[src/rtl/stage_sequencer_if.sv]
// stage_sequencer_if: decoder/ALU/TX/RX/prefetch signals of the stage sequencer; master drives instruction+handshake inputs, slave (sequencer) drives stage/control outputs
interface stage_sequencer_if #(
  parameter int NUM_STAGES = 4,
  parameter int STAGE_BITS = $clog2(NUM_STAGES)
);
  logic inst_valid, inst_done;
  logic [NUM_STAGES-1:0] stage_mask, stage_send_cmd, stage_wait_rx, stage_access_pc;
  logic need_imm, imm_loaded, load_imm, use_cc, cond_ok, op_done, prefetch_idle;
  logic tx_command_started, tx_data_next, rx_started, rx_data_valid;
  logic [STAGE_BITS-1:0] stage;
  logic [NUM_STAGES-1:0] stage_onehot;
  logic execute, tx_command_valid, command_active, block_prefetch, alu_en;
  modport master (
    output inst_valid, stage_mask, stage_send_cmd, stage_wait_rx, stage_access_pc, need_imm, imm_loaded,
           use_cc, cond_ok, op_done, prefetch_idle, tx_command_started, tx_data_next, rx_started, rx_data_valid,
    input  inst_done, load_imm, stage, stage_onehot, execute, tx_command_valid, command_active, block_prefetch, alu_en
  );
  modport slave (
    input  inst_valid, stage_mask, stage_send_cmd, stage_wait_rx, stage_access_pc, need_imm, imm_loaded,
           use_cc, cond_ok, op_done, prefetch_idle, tx_command_started, tx_data_next, rx_started, rx_data_valid,
    output inst_done, load_imm, stage, stage_onehot, execute, tx_command_valid, command_active, block_prefetch, alu_en
  );
endinterface

[src/rtl/stage_sequencer.sv]
// stage_sequencer: steps one instruction through its masked stages; ports clk, reset (async high), bus (slave: decoder handshake, imm/cc, ALU/TX/RX/prefetch gating)
module stage_sequencer #(
  parameter int NUM_STAGES = 4,
  parameter int IMM_WORDS = 1,
  parameter int STAGE_BITS = $clog2(NUM_STAGES)
) (
  input logic clk,
  input logic reset,
  stage_sequencer_if.slave bus
);
  localparam int IW = $clog2(IMM_WORDS + 1);
  logic [STAGE_BITS-1:0] cur_stage, s, hi;
  logic [IW-1:0] imm_count;
  logic cmd_q, rx_seen, none, last, act, need_more_imm, skip, run, both_wait, rx_block;
  always_comb begin
    s = cur_stage;
    hi = '0;
    none = 1'b1;
    for (int i = NUM_STAGES - 1; i >= 0; i--)
      if (bus.stage_mask[i] && STAGE_BITS'(i) >= cur_stage) begin
        s = STAGE_BITS'(i);
        none = 1'b0;
      end
    for (int i = 0; i < NUM_STAGES; i++)
      if (bus.stage_mask[i]) hi = STAGE_BITS'(i);
  end
  assign last = s == hi;
  assign act = bus.inst_valid && !reset;
  assign need_more_imm = bus.need_imm && imm_count < IW'(IMM_WORDS);
  assign skip = bus.use_cc && !bus.cond_ok;
  assign run = act && !need_more_imm && !skip && !none;
  assign both_wait = bus.stage_access_pc[s] && !bus.prefetch_idle;
  assign rx_block = bus.stage_wait_rx[s] && !(bus.rx_started || rx_seen);
  assign bus.inst_done = act && !need_more_imm && (skip || none || (bus.op_done && last));
  assign bus.load_imm = act && need_more_imm;
  assign bus.execute = run;
  assign bus.tx_command_valid = run && bus.stage_send_cmd[s] && !cmd_q && !both_wait && !rx_block;
  assign bus.alu_en = run && !both_wait && !(bus.stage_wait_rx[s] && !bus.rx_data_valid)
                      && !(bus.stage_send_cmd[s] && !(cmd_q && bus.tx_data_next));
  assign bus.block_prefetch = run && bus.stage_access_pc[s];
  assign bus.command_active = act && cmd_q;
  assign bus.stage = reset ? '0 : s;
  assign bus.stage_onehot = act && !none ? NUM_STAGES'(1) << s : '0;
  // op_done advance takes priority over a same-cycle command start
  always_ff @(posedge clk or posedge reset)
    if (reset) begin
      cur_stage <= '0;
      imm_count <= '0;
      cmd_q <= 1'b0;
      rx_seen <= 1'b0;
    end else if (bus.inst_done) begin
      cur_stage <= '0;
      imm_count <= '0;
      cmd_q <= 1'b0;
      rx_seen <= 1'b0;
    end else if (bus.inst_valid) begin
      if (bus.imm_loaded && imm_count < IW'(IMM_WORDS)) imm_count <= imm_count + 1'b1;
      if (run && bus.op_done) begin
        cur_stage <= s + 1'b1;
        cmd_q <= 1'b0;
        rx_seen <= 1'b0;
      end else begin
        if (bus.tx_command_started) cmd_q <= 1'b1;
        if (bus.rx_started && bus.stage_wait_rx[s] && !none) rx_seen <= 1'b1;
      end
    end
endmodule
[src/flat_wrapper.sv]
// flat-port wrapper written by rule: the top's interface ports become plain ports
module stage_sequencer_flat 
#(
  parameter int NUM_STAGES = 4,
  parameter int IMM_WORDS = 1,
  parameter int STAGE_BITS = $clog2(NUM_STAGES)
)
  (clk, reset, bus_inst_valid, bus_stage_mask, bus_stage_send_cmd, bus_stage_wait_rx, bus_stage_access_pc, bus_need_imm, bus_imm_loaded, bus_use_cc, bus_cond_ok, bus_op_done, bus_prefetch_idle, bus_tx_command_started, bus_tx_data_next, bus_rx_started, bus_rx_data_valid, bus_inst_done, bus_load_imm, bus_stage, bus_stage_onehot, bus_execute, bus_tx_command_valid, bus_command_active, bus_block_prefetch, bus_alu_en);
  stage_sequencer_if #(.NUM_STAGES(NUM_STAGES), .STAGE_BITS(STAGE_BITS)) bus_i ();
  input logic clk;
  input logic reset;
  input wire logic [$bits(bus_i.inst_valid)-1:0] bus_inst_valid;
  input wire logic [$bits(bus_i.stage_mask)-1:0] bus_stage_mask;
  input wire logic [$bits(bus_i.stage_send_cmd)-1:0] bus_stage_send_cmd;
  input wire logic [$bits(bus_i.stage_wait_rx)-1:0] bus_stage_wait_rx;
  input wire logic [$bits(bus_i.stage_access_pc)-1:0] bus_stage_access_pc;
  input wire logic [$bits(bus_i.need_imm)-1:0] bus_need_imm;
  input wire logic [$bits(bus_i.imm_loaded)-1:0] bus_imm_loaded;
  input wire logic [$bits(bus_i.use_cc)-1:0] bus_use_cc;
  input wire logic [$bits(bus_i.cond_ok)-1:0] bus_cond_ok;
  input wire logic [$bits(bus_i.op_done)-1:0] bus_op_done;
  input wire logic [$bits(bus_i.prefetch_idle)-1:0] bus_prefetch_idle;
  input wire logic [$bits(bus_i.tx_command_started)-1:0] bus_tx_command_started;
  input wire logic [$bits(bus_i.tx_data_next)-1:0] bus_tx_data_next;
  input wire logic [$bits(bus_i.rx_started)-1:0] bus_rx_started;
  input wire logic [$bits(bus_i.rx_data_valid)-1:0] bus_rx_data_valid;
  output wire logic [$bits(bus_i.inst_done)-1:0] bus_inst_done;
  output wire logic [$bits(bus_i.load_imm)-1:0] bus_load_imm;
  output wire logic [$bits(bus_i.stage)-1:0] bus_stage;
  output wire logic [$bits(bus_i.stage_onehot)-1:0] bus_stage_onehot;
  output wire logic [$bits(bus_i.execute)-1:0] bus_execute;
  output wire logic [$bits(bus_i.tx_command_valid)-1:0] bus_tx_command_valid;
  output wire logic [$bits(bus_i.command_active)-1:0] bus_command_active;
  output wire logic [$bits(bus_i.block_prefetch)-1:0] bus_block_prefetch;
  output wire logic [$bits(bus_i.alu_en)-1:0] bus_alu_en;
  assign bus_i.inst_valid = bus_inst_valid;
  assign bus_i.stage_mask = bus_stage_mask;
  assign bus_i.stage_send_cmd = bus_stage_send_cmd;
  assign bus_i.stage_wait_rx = bus_stage_wait_rx;
  assign bus_i.stage_access_pc = bus_stage_access_pc;
  assign bus_i.need_imm = bus_need_imm;
  assign bus_i.imm_loaded = bus_imm_loaded;
  assign bus_i.use_cc = bus_use_cc;
  assign bus_i.cond_ok = bus_cond_ok;
  assign bus_i.op_done = bus_op_done;
  assign bus_i.prefetch_idle = bus_prefetch_idle;
  assign bus_i.tx_command_started = bus_tx_command_started;
  assign bus_i.tx_data_next = bus_tx_data_next;
  assign bus_i.rx_started = bus_rx_started;
  assign bus_i.rx_data_valid = bus_rx_data_valid;
  assign bus_inst_done = bus_i.inst_done;
  assign bus_load_imm = bus_i.load_imm;
  assign bus_stage = bus_i.stage;
  assign bus_stage_onehot = bus_i.stage_onehot;
  assign bus_execute = bus_i.execute;
  assign bus_tx_command_valid = bus_i.tx_command_valid;
  assign bus_command_active = bus_i.command_active;
  assign bus_block_prefetch = bus_i.block_prefetch;
  assign bus_alu_en = bus_i.alu_en;
  stage_sequencer #(.NUM_STAGES(NUM_STAGES), .IMM_WORDS(IMM_WORDS), .STAGE_BITS(STAGE_BITS)) u_core (.clk(clk), .reset(reset), .bus(bus_i));
endmodule
[config.mk]
export PLATFORM = sky130hd
export DESIGN_NAME = stage_sequencer_flat
export DESIGN_NICKNAME = d
export VERILOG_FILES = /design/src/rtl/stage_sequencer_if.sv /design/src/rtl/stage_sequencer.sv /design/src/flat_wrapper.sv
export SDC_FILE = /design/constraint.sdc
export NUM_CORES = 1
export LEC_CHECK = 0
export CORE_MARGIN = 5
export CORE_UTILIZATION = 60
export CTS_CLUSTER_DIAMETER = 30
export DETAILED_ROUTE_END_ITERATION = 12
export DONT_BUFFER_PORTS = 1
export MAX_ROUTING_LAYER = met4
export PLACE_DENSITY = 0.81
export SLEW_MARGIN = 20
export SYNTH_ARGS = -nofsm -noshare
export SYNTH_HDL_FRONTEND = slang
export SYNTH_SLANG_ARGS = --single-unit
[constraint.sdc]
create_clock -name clk -period 7.1 [get_ports clk]
set_clock_uncertainty 0.05 [all_clocks]
set_input_delay 1.42 -clock clk [delete_from_list [all_inputs] [get_ports clk]]
set_output_delay 1.42 -clock clk [all_outputs]
set_load 0.01 [all_outputs]
==> metrics.md, run 1 <==
| Metric | Value |
|---|---|
| Setup violations, final | `0` |
| Global-route wire length before repair | `between 3 and 4 mm` |
| Cts hold-fix bufs | `0` |
| CP max FO | `4` |
| HP Class | `reg -> reg` |
| Rows | `13` |
| Tmin final | `4.57 ns` |
| Worst-path clk slew | `about 0.04 ns` |
| Antenna-violating nets left | `0` |
| Critical path depth in cells | `5` |
| Die Height | `between 40 and 50 um` |
| CTS Sinks | `5` |
| Ordered cell list for the critical path | `nor2b_2 -> o21ai_1 -> a211oi_1 -> o311ai_1 -> a2111oi_2` |
| R2R Setup Slk | `between 5 and 6 ns` |
| Drt total wl | `1.88 mm` |
| Clk_lat worst skew | `about 0.24 ns` |
| CP Capture Point | `bus_tx_command_valid` |
| Multiplexer area fraction after synthesis | `0.107` |
| Die area | `around 2100 um^2` |
| Layout cell share with drive strength beyond 1 | `0.0909` |
| Crit path max-delay family | `compound AO/OA/AOI/OAI gates` |
| Crit path DAT | `3.10 ns` |
| WHS Path Cells | `1` |
| Synth Area in Adders | `0.0639` |
| Sequential element share of the synthesized area | `0.160` |
| Slowest CP cell | `a211oi_1` |
| Buffer and inverter count on the worst path | `0` |
| Synth-to-layout area growth | `2.72%` |
| Post-Synthesis Cells | `about 100` |
| Drt drc | `0` |
| Resize count post-CTS | `0` |
| GRT Total Usage | `0.206` |
| RSZ-0062 raised after global routing | `false` |
| Num CTS Buffers | `3` |
| Worst slew pin tran | `approximately 0.66 ns` |
| Post-CTS Setup Repair Bufs | `0` |
| Setup TNS | `0 ns` |
| Largest family of logic cells by synthesized area | `compound AO/OA/AOI/OAI gates` |
| Number of antenna violations at the first check in global routing | `0` |
| Max_slew headroom | `0.557` |
| Count of cell types in the netlist | `44` |
| Number of fill cells | `between 100 and 150` |
| TritonCTS clock tree | `yes` |
| Post-Synth XOR/XNOR Area | `0` |
| Cells after DPL | `110` |
| Total area of sequential cells | `~130 um^2` |
| Synthesized area | `783 um^2` |
| Startpoint types | `input pin` |
| Syn. warnings | `0` |
| Post-synthesis average cell area | `~8.0 um^2` |
| Complex-gate fraction of the synthesized area | `0.326` |
| Period utilisation layout | `0.644` |
| Die width | `between 40 and 50 um` |
| Status | `completed` |
| Layout Nets | `133` |
| Hpwl dp | `~1.6 mm` |
| Root Driver | `clkbuf_4` |
| TritonRoute pass-1 iters | `5` |
| Number of global-route vias before repair | `between 700 and 800` |
| Io pins | `42` |
| Total grt overflow | `0` |
| Reg2reg start | `u_core.cur_stage[1]` |
| Post-Layout Cell Count | `114` |
| Post-Syn Nets | `131` |
| Pin count of the biggest net entering global routing | `11` |
| P_leak | `around 0.00036 uW` |
| Starting Density | `0.617` |
| CP required | `between 5 and 6 ns` |
| CP peak stage delay | `~0.61 ns` |
| Max cap viols | `0` |
| Clock Tree Buf Depth | `2` |
| #FFs+latches synth | `5` |
| Simple-gate portion of the synthesized area | `0.270` |
| Crit Path Category | `in -> out` |
| Iter 0 DRT Violations | `9` |
| Placer Congestion | `between 0.8 and 0.9` |
| H-tree levels | `1` |
| Number of diodes | `0` |
| Maximum vdd drop | `about 0.14 mV` |
| R2r worst-path depth | `6` |
| DR WL/cell | `around 17 um` |
| Area of the multi-input gates | `~600 um^2` |
| IO Port Bufs | `0` |
| Final hold vios | `0` |
| CP startpoint | `bus_stage_mask[0]` |
| PwrDens | `around 250 nW/um^2` |
| Capturing point of the worst reg2reg path | `u_core.cur_stage[1]` |
| Max Freq | `about 220 MHz` |
| Core Region | `~1300 um^2` |
| Vias per cell | `~6.5` |
| Max Slew Vio Count | `0` |
| Worst setup EP type | `primary output` |
| Vias | `745` |
[kinds of logic (layout without fill, tap and decap cells)]
kind of cell / after synthesis / count (layout)
AND/OR/NAND/NOR: 38 / 38
AO/OA/AOI/OAI: 31 / 31
buffers and inverters: 12 / 13
multiplexers: 8 / 8
flip-flops: 5 / 5
adder cells (fa/ha/maj): 4 / 4
[power by group]
| part | switching, uW | internal [uW] | total [uW] |
|---|---|---|---|
| Sequential | 13.2 | 38.4 | 51.6 |
| Combinational | 69.5 | 50.5 | 120 |
| Clock | 11.7 | 21.2 | 33.0 |
[cell usage after synthesis]
cell type  instances  area (um^2)
or3b_1             1         8.76
a31oi_4            1         21.3
nand2_1            6         22.5
a2bb2oi_1          1         8.76
a221o_1            1         10.0
a41oi_1            1         8.76
o311ai_1           3         26.3
ha_1               4         50.1
a22o_1             1         8.76
inv_1              7         26.3
nor2b_2            1         8.76
dfrtp_1            5          125
nand2_4            1         11.3
a2111oi_2          1         15.0
a32o_1             2         20.0
nand3_1            1         5.00
mux2_2             1         11.3
a211oi_1           1         7.51
buf_2              1         5.00
mux2i_1            5         50.1
o21ai_1            3         15.0
o211a_1            1         10.0
o2111a_1           1         11.3
or2_4              1         8.76
buf_4              1         7.51
and3_1             1         6.26
o311a_1            1         10.0
nor2_1             9         33.8
or2b_1             1         7.51
and2_1             7         43.8
a21oi_1            6         30.0
or2_1              1         6.26
mux2_1             2         22.5
buf_6              1         11.3
nor3_1             1         5.00
nor2b_1            2         12.5
a31oi_1            1         6.26
nand2b_1           5         31.3
a211o_1            1         8.76
a21o_1             2         15.0
a32oi_1            1         8.76
clkinv_1           2         7.51
a221oi_1           1         8.76
o21ai_0            1         5.00
[routing by layer]
metal,vias up,global-route usage,part of all wire
li1,362,-,-
met1,345,0.267,0.40
met2,34,0.291,0.49
met3,4,0.0547,0.093
met4,0,0.102,0.018
met5,-,-,0
[state kept, by name, summed over array words and instances, names as in the netlist]
name and flops:
u_core.cur_stage 2, u_core.rx_seen 1, u_core.cmd_q 1, u_core.imm_count 1
[how the worst min path moves through the flow]
stage | startpoint | end | slack, ns
finish | u_core.rx_seen | u_core.rx_seen | 0.47
global route | u_core.rx_seen | u_core.rx_seen | 0.51
CTS | u_core.rx_seen | u_core.rx_seen | 0.47
detailed placement | u_core.rx_seen | u_core.rx_seen | 0.45
global placement | u_core.rx_seen | u_core.rx_seen | 0.44
floorplan | u_core.rx_seen | u_core.rx_seen | 0.42
[cell usage in the layout, fill, tap and decap left out, drive strengths merged, types with 3 or more instances in the layout]
cell / count
o21ai: 4
a21oi: 6
and2: 7
nand2b: 5
nor2b: 3
nor2: 9
clkbuf: 4
o311ai: 3
inv: 7
ha: 4
nand2: 7
mux2i: 5
mux2: 3
dfrtp: 5
[per-stage QoR]
step / hold WS, ns / utilization / total power, uW / setup WS, ns / area (um^2)
2_1_floorplan: 0.424 / - / 154 / 2.55 / 783
3_3_place_gp: 0.440 / 0.613 / 169 / 2.52 / 778
3_5_place_dp: 0.454 / 0.613 / 172 / 2.50 / 778
4_1_cts: 0.468 / 0.634 / 207 / 2.50 / 805
5_1_grt: 0.512 / 0.634 / 227 / 2.34 / 805
6_report: 0.469 / 0.634 / 205 / 2.53 / 805
[cell type report]
| type | count | area share |
|---|---|---|
| Tap cell | 15 | 0.0233 |
| Multi-Input combinational cell | 81 | 0.747 |
| Clock buffer | 4 | 0.0327 |
| Sequential cell | 5 | 0.156 |
| Inverter | 9 | 0.0420 |
(Power assumes the default switching activity.)
==> run 2, diff against run 1 <==
--- a/config.mk
+++ b/config.mk
@@ -6,12 +6,12 @@
 export NUM_CORES = 1
 export LEC_CHECK = 0
 export CORE_MARGIN = 5
-export CORE_UTILIZATION = 60
+export CORE_UTILIZATION = 55
 export CTS_CLUSTER_DIAMETER = 30
 export DETAILED_ROUTE_END_ITERATION = 12
 export DONT_BUFFER_PORTS = 1
 export MAX_ROUTING_LAYER = met4
-export PLACE_DENSITY = 0.81
+export PLACE_DENSITY = 0.78
 export SLEW_MARGIN = 20
 export SYNTH_ARGS = -nofsm -noshare
 export SYNTH_HDL_FRONTEND = slang
==> constraint.sdc (replaced) <==
create_clock -name clk -period 4 [get_ports clk]
set_clock_uncertainty 0.05 [all_clocks]
set_input_delay 0.8 -clock clk [delete_from_list [all_inputs] [get_ports clk]]
set_output_delay 0.8 -clock clk [all_outputs]
set_load 0.01 [all_outputs]
==> metrics.md, run 2 (same netlist as run 1, synthesis figures left out) <==
| Metric | Value |
|---|---|
| Status | `completed (unchanged)` |
| Tmin final | `3.31 ns` |
| Crit path DAT | `2.46 ns (was 3.10 ns)` |
| Core Region | `1320 um^2 (was 1270 um^2)` |
| CP required | `3.15 ns (was 5.63 ns)` |
| Total grt overflow | `0 (unchanged)` |
| Vias per cell | `6.35 (was 6.54)` |
| Clock Tree Buf Depth | `2 (unchanged)` |
| Die Height | `47.7 um (was 46.1 um)` |
| CP max FO | `8 (was 4)` |
| Root Driver | `clkbuf_4 (unchanged)` |
| H-tree levels | `1 (unchanged)` |
| Drt total wl | `1.87 mm (was 1.88 mm)` |
| Io pins | `42 (unchanged)` |
| Worst-path clk slew | `0.05 ns (was 0.04 ns)` |
| Max Slew Vio Count | `0 (unchanged)` |
| PwrDens | `455 nW/um^2 (was 254 nW/um^2)` |
| P_leak | `0.000364 uW (unchanged)` |
| DR WL/cell | `16.4 um (was 16.5 um)` |
| Setup violations, final | `0 (unchanged)` |
| TritonCTS clock tree | `yes (unchanged)` |
| Max Freq | `302 MHz` |
| Drt drc | `0 (unchanged)` |
| Antenna-violating nets left | `0 (unchanged)` |
| Period utilisation layout | `0.829` |
| Maximum vdd drop | `0.196 mV (was 0.141 mV)` |
| Crit Path Category | `in -> out (unchanged)` |
| Resize count post-CTS | `0 (unchanged)` |
| Largest register FFs | `2 (unchanged)` |
| Startpoint types | `input pin (unchanged)` |
| Pin count of the biggest net entering global routing | `11 (unchanged)` |
| Placer Congestion | `0.831 (was 0.822)` |
| Clk_lat worst skew | `0.24 ns (about the same)` |
| Number of global-route vias before repair | `641 (was 721)` |
| Post-CTS Setup Repair Bufs | `0 (unchanged)` |
| Layout cell share with drive strength beyond 1 | `0.0909 (unchanged)` |
| Hpwl dp | `1.57 mm (about the same)` |
| Die area | `2280 um^2 (was 2130 um^2)` |
| Number of fill cells | `114 (was 115)` |
| Number of antenna violations at the first check in global routing | `0 (unchanged)` |
| Synth-to-layout area growth | `2.72% (unchanged)` |
| Layout Nets | `133 (unchanged)` |
| GRT Total Usage | `0.180 (was 0.206)` |
| Starting Density | `0.594 (was 0.617)` |
| Vias | `724 (was 745)` |
| IO Port Bufs | `0 (unchanged)` |
| Most common cell after layout, fill and taps aside | `nor2_1 (unchanged)` |
| Iter 0 DRT Violations | `22 (was 9)` |
| TritonRoute pass-1 iters | `4 (was 5)` |
| HP Class | `in -> async (was reg -> reg)` |
| Final Worst Setup Slack | `0.685 ns (was 2.53 ns)` |
| Number of diodes | `0 (unchanged)` |
| CTS Sinks | `5 (unchanged)` |
| Dpl ws | `0.647 ns (was 2.50 ns)` |
| Global-route wire length before repair | `2.73 mm (was 3.08 mm)` |
| Die width | `47.7 um (was 46.1 um)` |
| Worst setup EP type | `primary output (unchanged)` |
| Final hold vios | `0 (unchanged)` |
| Setup TNS | `0 ns (unchanged)` |
| Cts hold-fix bufs | `0 (unchanged)` |
| Biggest register | `u_core.cur_stage (unchanged)` |
| Num CTS Buffers | `3 (unchanged)` |
| RSZ-0062 raised after global routing | `false (unchanged)` |
| Max_slew headroom | `0.566 (was 0.557)` |
| Commonest cells after routing, fill and taps aside | `nor2_1, inv_1, and2_1 (unchanged)` |
| Rows | `13 (unchanged)` |
| Max cap viols | `0 (unchanged)` |
| Worst slew pin tran | `0.647 ns (was 0.660 ns)` |
-- run 2: cell counts in the layout (fill, tap and decap cells not counted) --
No cell type changed its count.
-- run 2: stage by stage --
step                 util  std cells  cell area (um^2)  total power (uW)  hold WS (ns)
global placement    0.591        110               778               302         0.442
global route        0.611        114               805               399         0.275
CTS                 0.611        114               805               370         0.269
finish              0.611        114               805               366         0.275
detailed placement  0.591        110               778               308         0.451
floorplan               -         98               783               273         0.424
-- run 2: power breakdown --
part           switching, uW  total (uW)  leakage [uW]  internal, uW
logic                    124         215      0.000289          90.8
clock network           21.2        59.0     0.0000150          37.7
registers               23.7        91.8     0.0000598          68.1
-- run 2: worst max-delay path, cell delays in order --
cell and delay, ns:
clkinv_1 0.13, nand3_1 0.18, a211oi_1 0.56, o311ai_1 0.29
a2111oi_2 0.50
-- run 2: metal layers --
| layer | track usage | routed length (um) | part of all wire | vias to the layer above |
|---|---|---|---|---|
| li1 | - | - | - | 364 |
| met1 | 0.206 | 773 | 0.41 | 323 |
| met2 | 0.277 | 888 | 0.47 | 35 |
| met3 | 0.0789 | 199 | 0.11 | 2 |
| met4 | 0.0645 | 10 | 0.0053 | 0 |
| met5 | - | 0 | 0 | - |
-- run 2: layout make-up --
type,count,area [um^2],area share
Sequential cell,5,125,0.156
Multi-Input combinational cell,81,601,0.747
Inverter,9,33.8,0.0420
Tap cell,15,18.8,0.0233
Clock buffer,4,26.3,0.0327
-- run 2: path summary, 6_finish.rpt --
check | start | to | slack [ns] | cells past startpoint
worst max register to register | u_core.cur_stage[1] | u_core.cur_stage[1] | 2.01 | 6
max in group asynchronous | reset | u_core.imm_count | 3.46 | 1
worst min-delay path | reset | u_core.rx_seen | 0.27 | 1
worst min register to register | u_core.rx_seen | u_core.rx_seen | 0.46 | 1
worst max-delay path | reset | bus_tx_command_valid | 0.69 | 5
min in group clk | u_core.rx_seen | u_core.rx_seen | 0.46 | 1
